File: src/rtl/convex_pkg.sv
// Shared types and constants for the CONVEX feeder.
// Point bundle, FSM states and a saturating drop accumulator.
package convex_pkg;

  localparam int COORD_W = 10;
  localparam int PTNUM_W = 9;
  localparam int DROP_W  = 7;

  typedef struct packed {
    logic [COORD_W-1:0] x;
    logic [COORD_W-1:0] y;
  } point_t;

  typedef enum logic [1:0] {
    IDLE,
    ISSUE,
    WAIT_HI,
    WAIT_LO
  } state_t;

  function automatic logic [PTNUM_W-1:0] sat_add(
    input logic [PTNUM_W-1:0] a,
    input logic [DROP_W-1:0]  b
  );
    logic [PTNUM_W:0] s;
    s = {1'b0, a} + {{(PTNUM_W+1-DROP_W){1'b0}}, b};
    return s[PTNUM_W] ? '1 : s[PTNUM_W-1:0];
  endfunction

endpackage

File: src/rtl/convex_pt_fifo.sv
// Synchronous point FIFO with registered full/empty flags.
// Ports: i_push/i_pop/i_flush, i_data in, o_data head, o_full, o_empty.
module convex_pt_fifo
  import convex_pkg::*;
#(
  parameter int DEPTH = 16
) (
  input  logic   clk,
  input  logic   rst_n,
  input  logic   i_push,
  input  logic   i_pop,
  input  logic   i_flush,
  input  point_t i_data,
  output point_t o_data,
  output logic   o_full,
  output logic   o_empty
);

  localparam int AW = $clog2(DEPTH);
  localparam logic [AW:0] FULL_CNT = (AW+1)'(DEPTH);

  point_t        r_mem [DEPTH];
  logic [AW-1:0] r_wr;
  logic [AW-1:0] r_rd;
  logic [AW:0]   r_cnt;
  logic [AW:0]   w_cnt_nxt;
  logic          r_full;
  logic          r_empty;
  logic          w_push;
  logic          w_pop;

  assign w_push  = i_push && !r_full && !i_flush;
  assign w_pop   = i_pop && !r_empty && !i_flush;
  assign o_data  = r_mem[r_rd];
  assign o_full  = r_full;
  assign o_empty = r_empty;

  always_comb begin
    w_cnt_nxt = r_cnt;
    unique case ({w_push, w_pop})
      2'b10:   w_cnt_nxt = r_cnt + (AW+1)'(1);
      2'b01:   w_cnt_nxt = r_cnt - (AW+1)'(1);
      default: w_cnt_nxt = r_cnt;
    endcase
    if (i_flush) w_cnt_nxt = '0;
  end

  always_ff @(posedge clk or negedge rst_n) begin
    if (!rst_n) begin
      r_wr    <= '0;
      r_rd    <= '0;
      r_cnt   <= '0;
      r_full  <= 1'b0;
      r_empty <= 1'b1;
    end else begin
      if (i_flush) begin
        r_wr <= '0;
        r_rd <= '0;
      end else begin
        if (w_push) r_wr <= r_wr + AW'(1);
        if (w_pop)  r_rd <= r_rd + AW'(1);
      end
      r_cnt   <= w_cnt_nxt;
      r_full  <= (w_cnt_nxt == FULL_CNT);
      r_empty <= (w_cnt_nxt == '0);
    end
  end

  always_ff @(posedge clk) begin
    if (w_push) r_mem[r_wr] <= i_data;
  end

endmodule

File: src/rtl/convex_feeder.sv
// Feeds buffered points to CONVEX one at a time, sums drop counts.
// Ports: src_* host stream, busy/done/err/total_drop status, CONVEX i/f.
module convex_feeder
  import convex_pkg::*;
#(
  parameter int DEPTH   = 16,
  parameter int TIMEOUT = 1000
) (
  input  logic               clk,
  input  logic               rst_n,
  input  logic               src_start,
  input  logic [PTNUM_W-1:0] src_pt_num,
  input  logic               src_valid,
  output logic               src_ready,
  input  logic [COORD_W-1:0] src_x,
  input  logic [COORD_W-1:0] src_y,
  output logic               busy,
  output logic               done,
  output logic               err,
  output logic [PTNUM_W-1:0] total_drop,
  output logic               in_valid,
  output logic [PTNUM_W-1:0] pt_num,
  output logic [COORD_W-1:0] in_x,
  output logic [COORD_W-1:0] in_y,
  input  logic               out_valid,
  input  logic [DROP_W-1:0]  drop_num
);

  localparam int TW = $clog2(TIMEOUT + 1);

  state_t             r_state, w_state_nxt;
  logic [PTNUM_W-1:0] r_n, w_n_nxt;
  logic [PTNUM_W-1:0] r_issued, w_issued_nxt;
  logic [PTNUM_W-1:0] r_total, w_total_nxt;
  logic [TW-1:0]      r_tmo, w_tmo_nxt;
  logic               r_busy, w_busy_nxt;
  logic               r_done, w_done_nxt;
  logic               r_err, w_err_nxt;
  logic               r_in_valid, w_in_valid_nxt;
  logic [PTNUM_W-1:0] r_pt_num, w_pt_num_nxt;
  logic [COORD_W-1:0] r_in_x, w_in_x_nxt;
  logic [COORD_W-1:0] r_in_y, w_in_y_nxt;
  logic               w_pop;
  logic               w_flush;
  logic               w_full;
  logic               w_empty;
  point_t             w_head;
  point_t             w_src_pt;

  assign w_src_pt.x = src_x;
  assign w_src_pt.y = src_y;

  convex_pt_fifo #(.DEPTH(DEPTH)) u_fifo (
    .clk     (clk),
    .rst_n   (rst_n),
    .i_push  (src_valid),
    .i_pop   (w_pop),
    .i_flush (w_flush),
    .i_data  (w_src_pt),
    .o_data  (w_head),
    .o_full  (w_full),
    .o_empty (w_empty)
  );

  assign src_ready  = !w_full;
  assign busy       = r_busy;
  assign done       = r_done;
  assign err        = r_err;
  assign total_drop = r_total;
  assign in_valid   = r_in_valid;
  assign pt_num     = r_pt_num;
  assign in_x       = r_in_x;
  assign in_y       = r_in_y;

  always_comb begin
    w_state_nxt    = r_state;
    w_n_nxt        = r_n;
    w_issued_nxt   = r_issued;
    w_total_nxt    = r_total;
    w_tmo_nxt      = r_tmo;
    w_busy_nxt     = r_busy;
    w_done_nxt     = 1'b0;
    w_err_nxt      = 1'b0;
    w_in_valid_nxt = 1'b0;
    w_pt_num_nxt   = '0;
    w_in_x_nxt     = '0;
    w_in_y_nxt     = '0;
    w_pop          = 1'b0;
    w_flush        = 1'b0;
    unique case (r_state)
      IDLE: begin
        if (src_start && (src_pt_num != '0)) begin
          w_n_nxt      = src_pt_num;
          w_total_nxt  = '0;
          w_issued_nxt = '0;
          w_busy_nxt   = 1'b1;
          w_state_nxt  = ISSUE;
        end
      end
      ISSUE: begin
        if (!w_empty) begin
          w_pop          = 1'b1;
          w_in_valid_nxt = 1'b1;
          w_in_x_nxt     = w_head.x;
          w_in_y_nxt     = w_head.y;
          if (r_issued == '0) w_pt_num_nxt = r_n;
          w_issued_nxt   = r_issued + PTNUM_W'(1);
          w_tmo_nxt      = '0;
          w_state_nxt    = WAIT_HI;
        end
      end
      WAIT_HI: begin
        if (out_valid) begin
          w_total_nxt = sat_add(r_total, drop_num);
          w_state_nxt = WAIT_LO;
        end else if (r_tmo == TW'(TIMEOUT - 1)) begin
          w_err_nxt   = 1'b1;
          w_busy_nxt  = 1'b0;
          w_flush     = 1'b1;
          w_state_nxt = IDLE;
        end else begin
          w_tmo_nxt = r_tmo + TW'(1);
        end
      end
      WAIT_LO: begin
        if (!out_valid) begin
          if (r_issued == r_n) begin
            w_done_nxt  = 1'b1;
            w_busy_nxt  = 1'b0;
            w_state_nxt = IDLE;
          end else begin
            w_state_nxt = ISSUE;
          end
        end
      end
      default: w_state_nxt = IDLE;
    endcase
  end

  always_ff @(posedge clk or negedge rst_n) begin
    if (!rst_n) begin
      r_state    <= IDLE;
      r_n        <= '0;
      r_issued   <= '0;
      r_total    <= '0;
      r_tmo      <= '0;
      r_busy     <= 1'b0;
      r_done     <= 1'b0;
      r_err      <= 1'b0;
      r_in_valid <= 1'b0;
      r_pt_num   <= '0;
      r_in_x     <= '0;
      r_in_y     <= '0;
    end else begin
      r_state    <= w_state_nxt;
      r_n        <= w_n_nxt;
      r_issued   <= w_issued_nxt;
      r_total    <= w_total_nxt;
      r_tmo      <= w_tmo_nxt;
      r_busy     <= w_busy_nxt;
      r_done     <= w_done_nxt;
      r_err      <= w_err_nxt;
      r_in_valid <= w_in_valid_nxt;
      r_pt_num   <= w_pt_num_nxt;
      r_in_x     <= w_in_x_nxt;
      r_in_y     <= w_in_y_nxt;
    end
  end

endmodule

File: config.mk
export PLATFORM = sky130hd
export DESIGN_NAME = convex_feeder
export DESIGN_NICKNAME = d
export VERILOG_FILES = /design/src/rtl/convex_pkg.sv /design/src/rtl/convex_pt_fifo.sv /design/src/rtl/convex_feeder.sv
export SDC_FILE = /design/constraint.sdc
export NUM_CORES = 1
export LEC_CHECK = 0
export BUFFER_PORTS_ARGS = -buffer_cell sky130_fd_sc_hd__clkbuf_2
export CAP_MARGIN = 40
export CORE_MARGIN = 2
export CORE_UTILIZATION = 60
export DETAILED_ROUTE_END_ITERATION = 16
export MAX_ROUTING_LAYER = met4
export PLACE_DENSITY = 0.78
export SLEW_MARGIN = 0
export SYNTH_ARGS = -nofsm -noshare
export SYNTH_HDL_FRONTEND = slang
export SYNTH_SLANG_ARGS = --single-unit
File: constraint.sdc
create_clock -name clk -period 3.95 [get_ports clk]
set_input_delay 0.79 -clock clk [delete_from_list [all_inputs] [get_ports clk]]
set_output_delay 0.79 -clock clk [all_outputs]
set_load 0.01 [all_outputs]
# Word level (Yosys, flattened, before mapping)
# Memory sizes are Yosys's and may differ from the RTL's.
# Index checks and enable logic that the tools add are counted.
dict set report word_totals {
  reg_bits 87
  ramBits 320
  inputBits 41
  mem_count 1
}
dict set report op_classes {
  addsub 7
  eq_ne 17
  mux 46
  reduce_logical 24
}
# memory depth width rd rd_clocked_by_memory_dff wr line_no
set memory_table {}
lappend memory_table {u_fifo.r_mem 16 20 1 0 1 convex_pt_fifo.sv:22} ;# point_t r_mem [DEPTH];
# cell n
set ops {}
lappend ops {{2-to-1 mux 10 bit} 7}
lappend ops {{2-to-1 mux 9 bit} 7}
lappend ops {{one-hot mux 9 bit (2 select lines)} 2}
lappend ops {{one-hot mux 10 bit (2 select lines)} 1}
lappend ops {{2-to-1 mux 1 bit} 16}
lappend ops {{2-to-1 mux 4 bit} 4}
lappend ops {{!= test 2 bit (second input constant)} 8}
lappend ops {{adder 10 x 1 -> 10 bit (second input constant)} 1}
lappend ops {{adder 9 x 7 -> 10 bit} 1}
lappend ops {{== test 10 bit (second input constant)} 1}
lappend ops {{2-to-1 mux 2 bit} 5}
lappend ops {{one-hot mux 5 bit (2 select lines)} 1}
lappend ops {{nonzero test 2 bit} 5}
lappend ops {{adder 9 x 1 -> 9 bit (second input constant)} 1}
lappend ops {{== test 9 bit} 1}
lappend ops {{logical NOT 9 bit} 1}
lappend ops {{nonzero test 9 bit} 1}
lappend ops {{adder 4 x 1 -> 4 bit (second input constant)} 2}
lappend ops {{one-hot mux 2 bit (4 select lines)} 1}
lappend ops {{AND reduction 4 bit} 2}
lappend ops {{== test 2 bit (second input constant)} 3}
lappend ops {{AND reduction 3 bit} 2}
lappend ops {{AND reduction 6 bit} 1}
lappend ops {{adder 5 x 1 -> 5 bit (second input constant)} 1}
lappend ops {{12 further kinds} 19}

# Depth between registers and ports, before layout
# Gate-level depths: netlist of the first run.
dict set report logic_depth {
  ltp_word 10
  mapped_depth 15
  depth_no_buf 12
}

# Hierarchy
# A second synthesis of the first run with hierarchy kept.
dict set report unflattened {
  hier_cells 1031
  area_unflattened_um2 16593.4
}
# mod instances cells_per_inst area_each_um2
set modules_own_cells {}
lappend modules_own_cells {convex_pt_fifo 1 708 13227.7}
lappend modules_own_cells {convex_feeder 1 323 3365.7}

# Least setup slack after synthesis of the first run
# No wires, ideal clock.
dict set report synth_path {
  path_kind {input port to flip-flop}
  startpoint {input port src_valid}
  endpoint {memory u_fifo.r_mem[0][0] (netlist name) (enable)}
  arrival_ns 3.253
  required_time_ns 3.502
  path_slack_ns 0.249
  stages 4
  n_path_buf 1
  cell_sequence {nor2b_1 clkbuf_1 o21ai_2 nor4_1}
}
dict set report synth_via {
  elab_chain_len 4
}
# item line_no
set synth_lines {}
lappend synth_lines {{from (decl)} convex_feeder.sv:13} ;# input logic src_valid,
lappend synth_lines {{logical AND 1 bit (2 in a row)} convex_pt_fifo.sv:32} ;# assign w_push = i_push && !r_full && !i_flush;
lappend synth_lines {{2-to-1 mux 1 bit} convex_pt_fifo.sv:70} ;# if (w_push) r_mem[r_wr] <= i_data;
lappend synth_lines {{2-to-1 mux 1 bit (implied by the code)} convex_pt_fifo.sv:70}
lappend synth_lines {{to (decl)} convex_pt_fifo.sv:22}
# Every way passes these cells.

# Worst setup path in the final report of the first run
dict set report layout_path {
  startpoint {register r_tmo[0]}
  endpoint {register u_fifo.r_empty, in the netlist u_fifo.o_empty}
}
dict set report layout_via {
  elab_chain_len 10
}
# item line_no
set layout_lines {}
lappend layout_lines {{from (decl)} convex_feeder.sv:35} ;# logic [TW-1:0] r_tmo, w_tmo_nxt;
lappend layout_lines {{from (signal assigned)} convex_feeder.sv:159} ;# r_tmo <= w_tmo_nxt;
lappend layout_lines {{== test 10 bit (*)} convex_feeder.sv:116} ;# end else if (r_tmo == TW'(TIMEOUT - 1)) begin
lappend layout_lines {{2-to-1 mux 1 bit (*)} convex_feeder.sv:116}
lappend layout_lines {{2-to-1 mux 1 bit (*)} convex_feeder.sv:113} ;# if (out_valid) begin
lappend layout_lines {{2-to-1 mux 1 bit (*)} convex_feeder.sv:90} ;# unique case (r_state)
lappend layout_lines {{logical NOT 1 bit} {convex_pt_fifo.sv:32, convex_pt_fifo.sv:33}}
lappend layout_lines {{logical AND 1 bit, on equally long branches} {convex_pt_fifo.sv:33, convex_pt_fifo.sv:32}}
lappend layout_lines {{== test 2 x 1 -> 1 bit / == test 2 bit (equally long branches)} convex_pt_fifo.sv:40} ;# unique case ({w_push, w_pop})
lappend layout_lines {{one-hot mux 5 bit (2 select lines)} convex_pt_fifo.sv:40}
lappend layout_lines {{2-to-1 mux 5 bit (*)} convex_pt_fifo.sv:45} ;# if (i_flush) w_cnt_nxt = '0;
lappend layout_lines {{logical NOT 5 bit (*)} convex_pt_fifo.sv:65} ;# r_empty <= (w_cnt_nxt == '0);
lappend layout_lines {{to (signal assigned)} convex_pt_fifo.sv:65}
lappend layout_lines {{to (decl)} convex_pt_fifo.sv:28} ;# logic r_empty;
# Mark *: on every way between the ends. The rest lies on a longest branch, timed or not.
# A chain may end at the register's enable or synchronous reset.

==> results.txt, run 1 <==
status - finished, final reports clean
post-DP HPWL - 19,200 um
DIE WIDTH - 169 um
RSZ-0062 raised after global routing - no
Synth cell types - 59
worst setup path category - reg -> reg
Port Buffers - 83
Layout Cells excl Fill - 1,379
count of nets after finishing - 1,066
Final Skew - 24.0 ps
final setup fails - 0
Ant. Diodes - 0
share of cells above drive strength 1 - 27.8%
Peak Freq - 311 MHz
Post-Syn Area - 16,400 um2
Setup Buffers After CTS - 0
IO Count - 84
CTS Root Cell - clkbuf_16
Gates resized, CTS repair - 0
Least-Margin Pin Slew - 853 ps
HP Class - in -> async
largest cells by area after synthesis - edfxtp_1 59%, mux4_2 14%, dfrtp_1 13%
synthesis-to-finish area growth - 13.2%
CP Cell Sequence - ha_1 > nand3b_1 > or4_1 > o21ai_2 > ha_1 > xor2_1 > ha_1 > a21o_1 > a22oi_1 > nor2_1 > o311ai_1 > a31o_2
initial DRC count - 910
post-route ant nets - 0
clock latency on the worst-skew pair - 540 ps
Residual DRC - 0
final setup TNS - 0 ps
CP startpoint - r_tmo[0]
Via density - 6.15
gr ovfl total - 0
Crit path required time - 4410 ps
gr usage total - 24.3%
Fin. Hold Viols - 0
Slew Viols, Final - 0
crit-path leading delay family - compound AO/OA/AOI/OAI gates
Tmin final - 3210 ps
worst path arrival time - 3680 ps
Synth area leader - edfxtp_1
placed cell count - 1,305
largest net degree at the start of global routing - 56
asr flop ratio synth - 21.4%
flops & latches, synth - 407
CTS max path bufs - 3
power per cell area - 697 nW/um2
slowest cell delay on critical path - 520 ps
dpl ws - 437 ps
P_leak - 6.71 nW
Mapped Nets - 955
Final GP Congestion - 0.860
final core occ - 69.1%
Crit-path slowest cell - or4_1
max-cap viol count - 0
fin worst setup slack - 737 ps
Main synth FF type - edfxtp_1
Die Y-Extent - 169 um
CTS Hold Bufs - 0
yosys warns - 0
global-route wire length before repair - 50,500 um
most frequent CP cell - ha_1
Gate Count Post-Synth - 895
final WL - 32,600 um
CP startpoint kind - flop
Clock Sinks - 407
Syn Area/Cell - 18.3 um2
Starting Density - 61.0%
total CTS buffers - 40
Seq/Total Area, Yosys - 71.9%
die area - 28,700 um2
Buf/Inv on CP - 0
final worst-path cycle share - 81.3%
Yosys top cell area share - 58.6%
initial antenna violation count - 1
Slew headroom - 42.4%
Clock Pin Slew Worst Setup and Hold Paths - 60 ps
worst-path fanout max - 8
CTS tree - done
row count - 60
# H-tree levels - 2
Post-synth EDFFs - 320
worst reg2reg path startpoint - r_tmo[0]
wire length per cell - 23.6 um
number of global-route vias before repair - 8,565
first drt pass iteration count - 5
worst vdd ir - 0.474 mV
routed vias - 8,477
Crit. End Element - flop
Core ar. - 26,900 um2
-- placed cells by master (no fill, tap or decap), drive strengths merged, types with 11 or more instances in the layout --
cell type,count
edfxtp,320
clkbuf,134
mux4,100
dfrtp,86
nand2,45
nor2,42
and2,39
buf,30
a21oi,26
inv,26
xor2,19
ha,18
clkinv,18
o21ai,17
xnor2,16
nand3,11
-- worst paths after layout --
check	to	slack, ps	depth (start not counted)
max in group asynchronous	u_fifo.o_empty	3060	2
worst max register to register	u_fifo.o_empty	740	12
worst min register to register	r_n[8]	530	2
min in group clk	r_n[8]	470	3
worst min-delay path	r_n[4]	180	1
worst max-delay path	u_fifo.o_empty	740	12
-- synth_stat cells, drive strengths merged, types with 2 or more instances --
cell type / instances
nor2b: 8
o21a: 3
nand4: 8
a22oi: 2
o21ai: 17
or4: 2
a211oi: 2
and3: 4
nor2: 42
nor3b: 4
or3b: 3
dfrtp: 86
and2: 39
nand3: 11
o211ai: 2
clkbuf: 24
xnor2: 16
o311ai: 2
o31ai: 2
mux2i: 3
nor4: 7
nand3b: 3
inv: 24
buf: 19
a21boi: 2
mux4: 100
a31oi: 3
edfxtp: 320
nand2: 45
a21oi: 26
ha: 18
nand4b: 2
or3: 3
xor2: 19
nor3: 5
a21o: 5
-- through the flow --
step | area, um2 | power, mW | hold slack, ps
finish | 18600 | 12.9 | 181
global route | 18600 | 13.6 | 204
CTS | 18600 | 13.1 | 174
detailed placement | 17300 | 9.48 | 507
global placement | 17300 | 9.37 | 496
floorplan | 16400 | 8.46 | 479
-- kinds of logic after synthesis --
kind of cell | after synthesis | share of synthesized area [%]
AO/OA/AOI/OAI | 72 | 2.70
XOR/XNOR | 35 | 1.87
adder cells (fa/ha/maj) | 19 | 1.50
buffers and inverters | 68 | 1.91
flip-flops | 407 | 71.9
multiplexers | 104 | 14.0
AND/OR/NAND/NOR | 190 | 6.18
-- cell type report --
type,count,area [um2]
Clock buffer,52,1070
Multi-Input combinational cell,420,4340
Inverter,25,95.1
Tap cell,341,427
Fill cell,1648,8300
Sequential cell,407,11800
Timing Repair Buffer,112,693
Clock inverter,22,163
-- per-layer routing --
metal / global-route usage (%) / vias up / routed length [um]
met5: - / - / 0
met4: 6.06 / 0 / 660
met3: 3.73 / 53 / 2200
met2: 38.9 / 349 / 16300
met1: 33.8 / 4366 / 13400
li1: - / 3709 / -
-- state kept, by name, indices dropped and copies added, names as in the netlist, 2 cells and up --
register / cells
u_fifo.r_mem: 320
r_tmo: 10
total_drop: 9
in_x: 10
r_state: 2
in_y: 10
u_fifo.r_cnt: 5
pt_num: 9
r_issued: 9
u_fifo.r_wr: 4
r_n: 9
u_fifo.r_rd: 4
-- where the power goes --
part,switching (mW),internal [mW]
Clock,1.55,1.99
Combinational,1.70,1.84
Sequential,0.606,5.25
Note: power is estimated with default switching activity, not from simulation.
==> inputs of run 2 (changes only) <==
Clock period 3.95 ns to 3.1 ns, I/O delays scaled along.
==> run 2 against run 1 <==
Against the previous run:
- combinational power is 39% higher
- clock power is 42% higher
- via count increased by 1.8%
- sequential cell count unchanged
- worst hold slack got worse by 90 ps
- global-route usage rose by 1.0 points
==> results.txt, run 2 (synthesis results as in run 1) <==
Crit path required time - 3570 ps
largest net degree at the start of global routing - 49
Reg with most FFs - u_fifo.r_mem
Peak Freq - 343 MHz
number of global-route vias before repair - 8,872
CTS max path bufs - 3
share of cells above drive strength 1 - 30.9%
Final Skew - 19.4 ps
Hold Slack - 90.5 ps
routed vias - 8,627
HP Class - in -> async
gr ovfl total - 0
power per cell area - 910 nW/um2
Final GP Congestion - 0.840
worst path arrival time - 3390 ps
total CTS buffers - 41
post-DP HPWL - 20,000 um
Least-Margin Pin Slew - 817 ps
CP Cell Sequence - ha_2 > nand3b_1 > or4_1 > o21ai_2 > ha_1 > xor2_1 > ha_2 > a21o_1 > a22oi_1 > or3b_2 > o311ai_2 > a31o_2
global-route wire length before repair - 52,100 um
Tmin final - 2920 ps
initial antenna violation count - 1
Slew headroom - 44.8%
wire length per cell - 24.2 um
first drt pass iteration count - 5
gr usage total - 25.4%
Fin. Hold Viols - 0
DP Area - 17,500 um2
Clock Sinks - 407
Residual DRC - 0
die area - 28,700 um2
Starting Density - 61.0%
Clock Pin Slew Worst Setup and Hold Paths - 60 ps
status - finished, final reports clean
worst-path fanout max - 4
synthesis-to-finish area growth - 15.5%
IO Count - 84
CP startpoint kind - flop
P_leak - 6.91 nW
DIE WIDTH - 169 um
clock latency on the worst-skew pair - 540 ps
Crit. End Element - flop
max-cap viol count - 0
final setup fails - 0
most frequent cells in the layout - 320 x edfxtp_1, 100 x mux4_2, 82 x clkbuf_2
CTS Root Cell - clkbuf_16
Buf/Inv on CP - 0
Die Y-Extent - 169 um
most common cell after layout, fill and taps aside - edfxtp_1
worst setup path category - reg -> reg
Core ar. - 26,900 um2
Crit-path slowest cell - or3b_2
CTS tree - done
row count - 60
design area - 18,900 um2
reg2reg setup slack - 180 ps
count of nets after finishing - 1,090
max reg flops - 320
post-route ant nets - 0
slowest cell delay on critical path - 460 ps
Port Buffers - 83
final WL - 33,900 um
worst vdd ir - 0.546 mV
final worst-path cycle share - 94.1%
crit-path leading delay family - simple AND/OR/NAND/NOR gates
initial DRC count - 929
# H-tree levels - 2
Slew Viols, Final - 0
final core occ - 70.5%
CTS Hold Bufs - 0
Via density - 6.14
most frequent CP cell - ha_2
-- run 2: cell types whose count changed in the layout (fill, tap and decap cells not counted), sizes merged --
cell    delta
clkbuf     -1
bufinv     +4
diode      +1
clkinv     -3
buf       +23
inv        +2
-- run 2: cell type report --
cell class | count | area, um2
Clock buffer | 51 | 1090
Multi-Input combinational cell | 420 | 4360
Timing Repair Buffer | 135 | 883
Fill cell | 1632 | 7930
Tap cell | 341 | 427
Clock inverter | 25 | 288
Inverter | 25 | 95.1
Sequential cell | 407 | 11800
Antenna cell | 1 | 2.50
-- run 2: through the flow --
stage / power, mW / worst slack (ps) / cells / setup TNS [ps]
6_report: 17.2 / 182 / 1405 / 0
4_1_cts: 17.3 / 67.1 / 1402 / 0
3_3_place_gp: 12.1 / 56.3 / 1325 / 0
3_5_place_dp: 12.3 / -26.8 / 1326 / -26.8
5_1_grt: 18.0 / -18.3 / 1405 / -19.4
2_1_floorplan: 10.8 / -431 / 895 / -34770
-- run 2: worst paths after layout --
check                         startpoint  cells past startpoint             end
setup / recovery                r_tmo[0]                     12  u_fifo.o_empty
hold / removal                     rst_n                      1         in_y[3]
setup reg to reg                r_tmo[0]                     12  u_fifo.o_empty
hold reg to reg                   r_n[6]                      2          r_n[6]
max in group asynchronous          rst_n                      2  u_fifo.o_empty
min in group clk           src_pt_num[7]                      3          r_n[7]
-- run 2: power breakdown --
group | internal (mW) | switching (mW) | total (mW)
sequential | 6.70 | 0.626 | 7.32
combinational | 2.49 | 2.42 | 4.91
clock | 2.96 | 2.05 | 5.01
total | 12.2 | 5.09 | 17.2
-- run 2: repair_timing --
item / in CTS / in global routing
gates resized for setup: 0 / 6
setup buffers: 0 / 2
setup endpoints to repair: 0 / 3
-- run 2: routing by layer --
layer  GRT usage (%)  wire (um)  vias to the layer above
li1                -          -                     3771
met1            34.6      13900                     4443
met2            40.8      17200                      355
met3            4.15       2150                       58
met4            6.87        700                        0
met5               -          0                        -
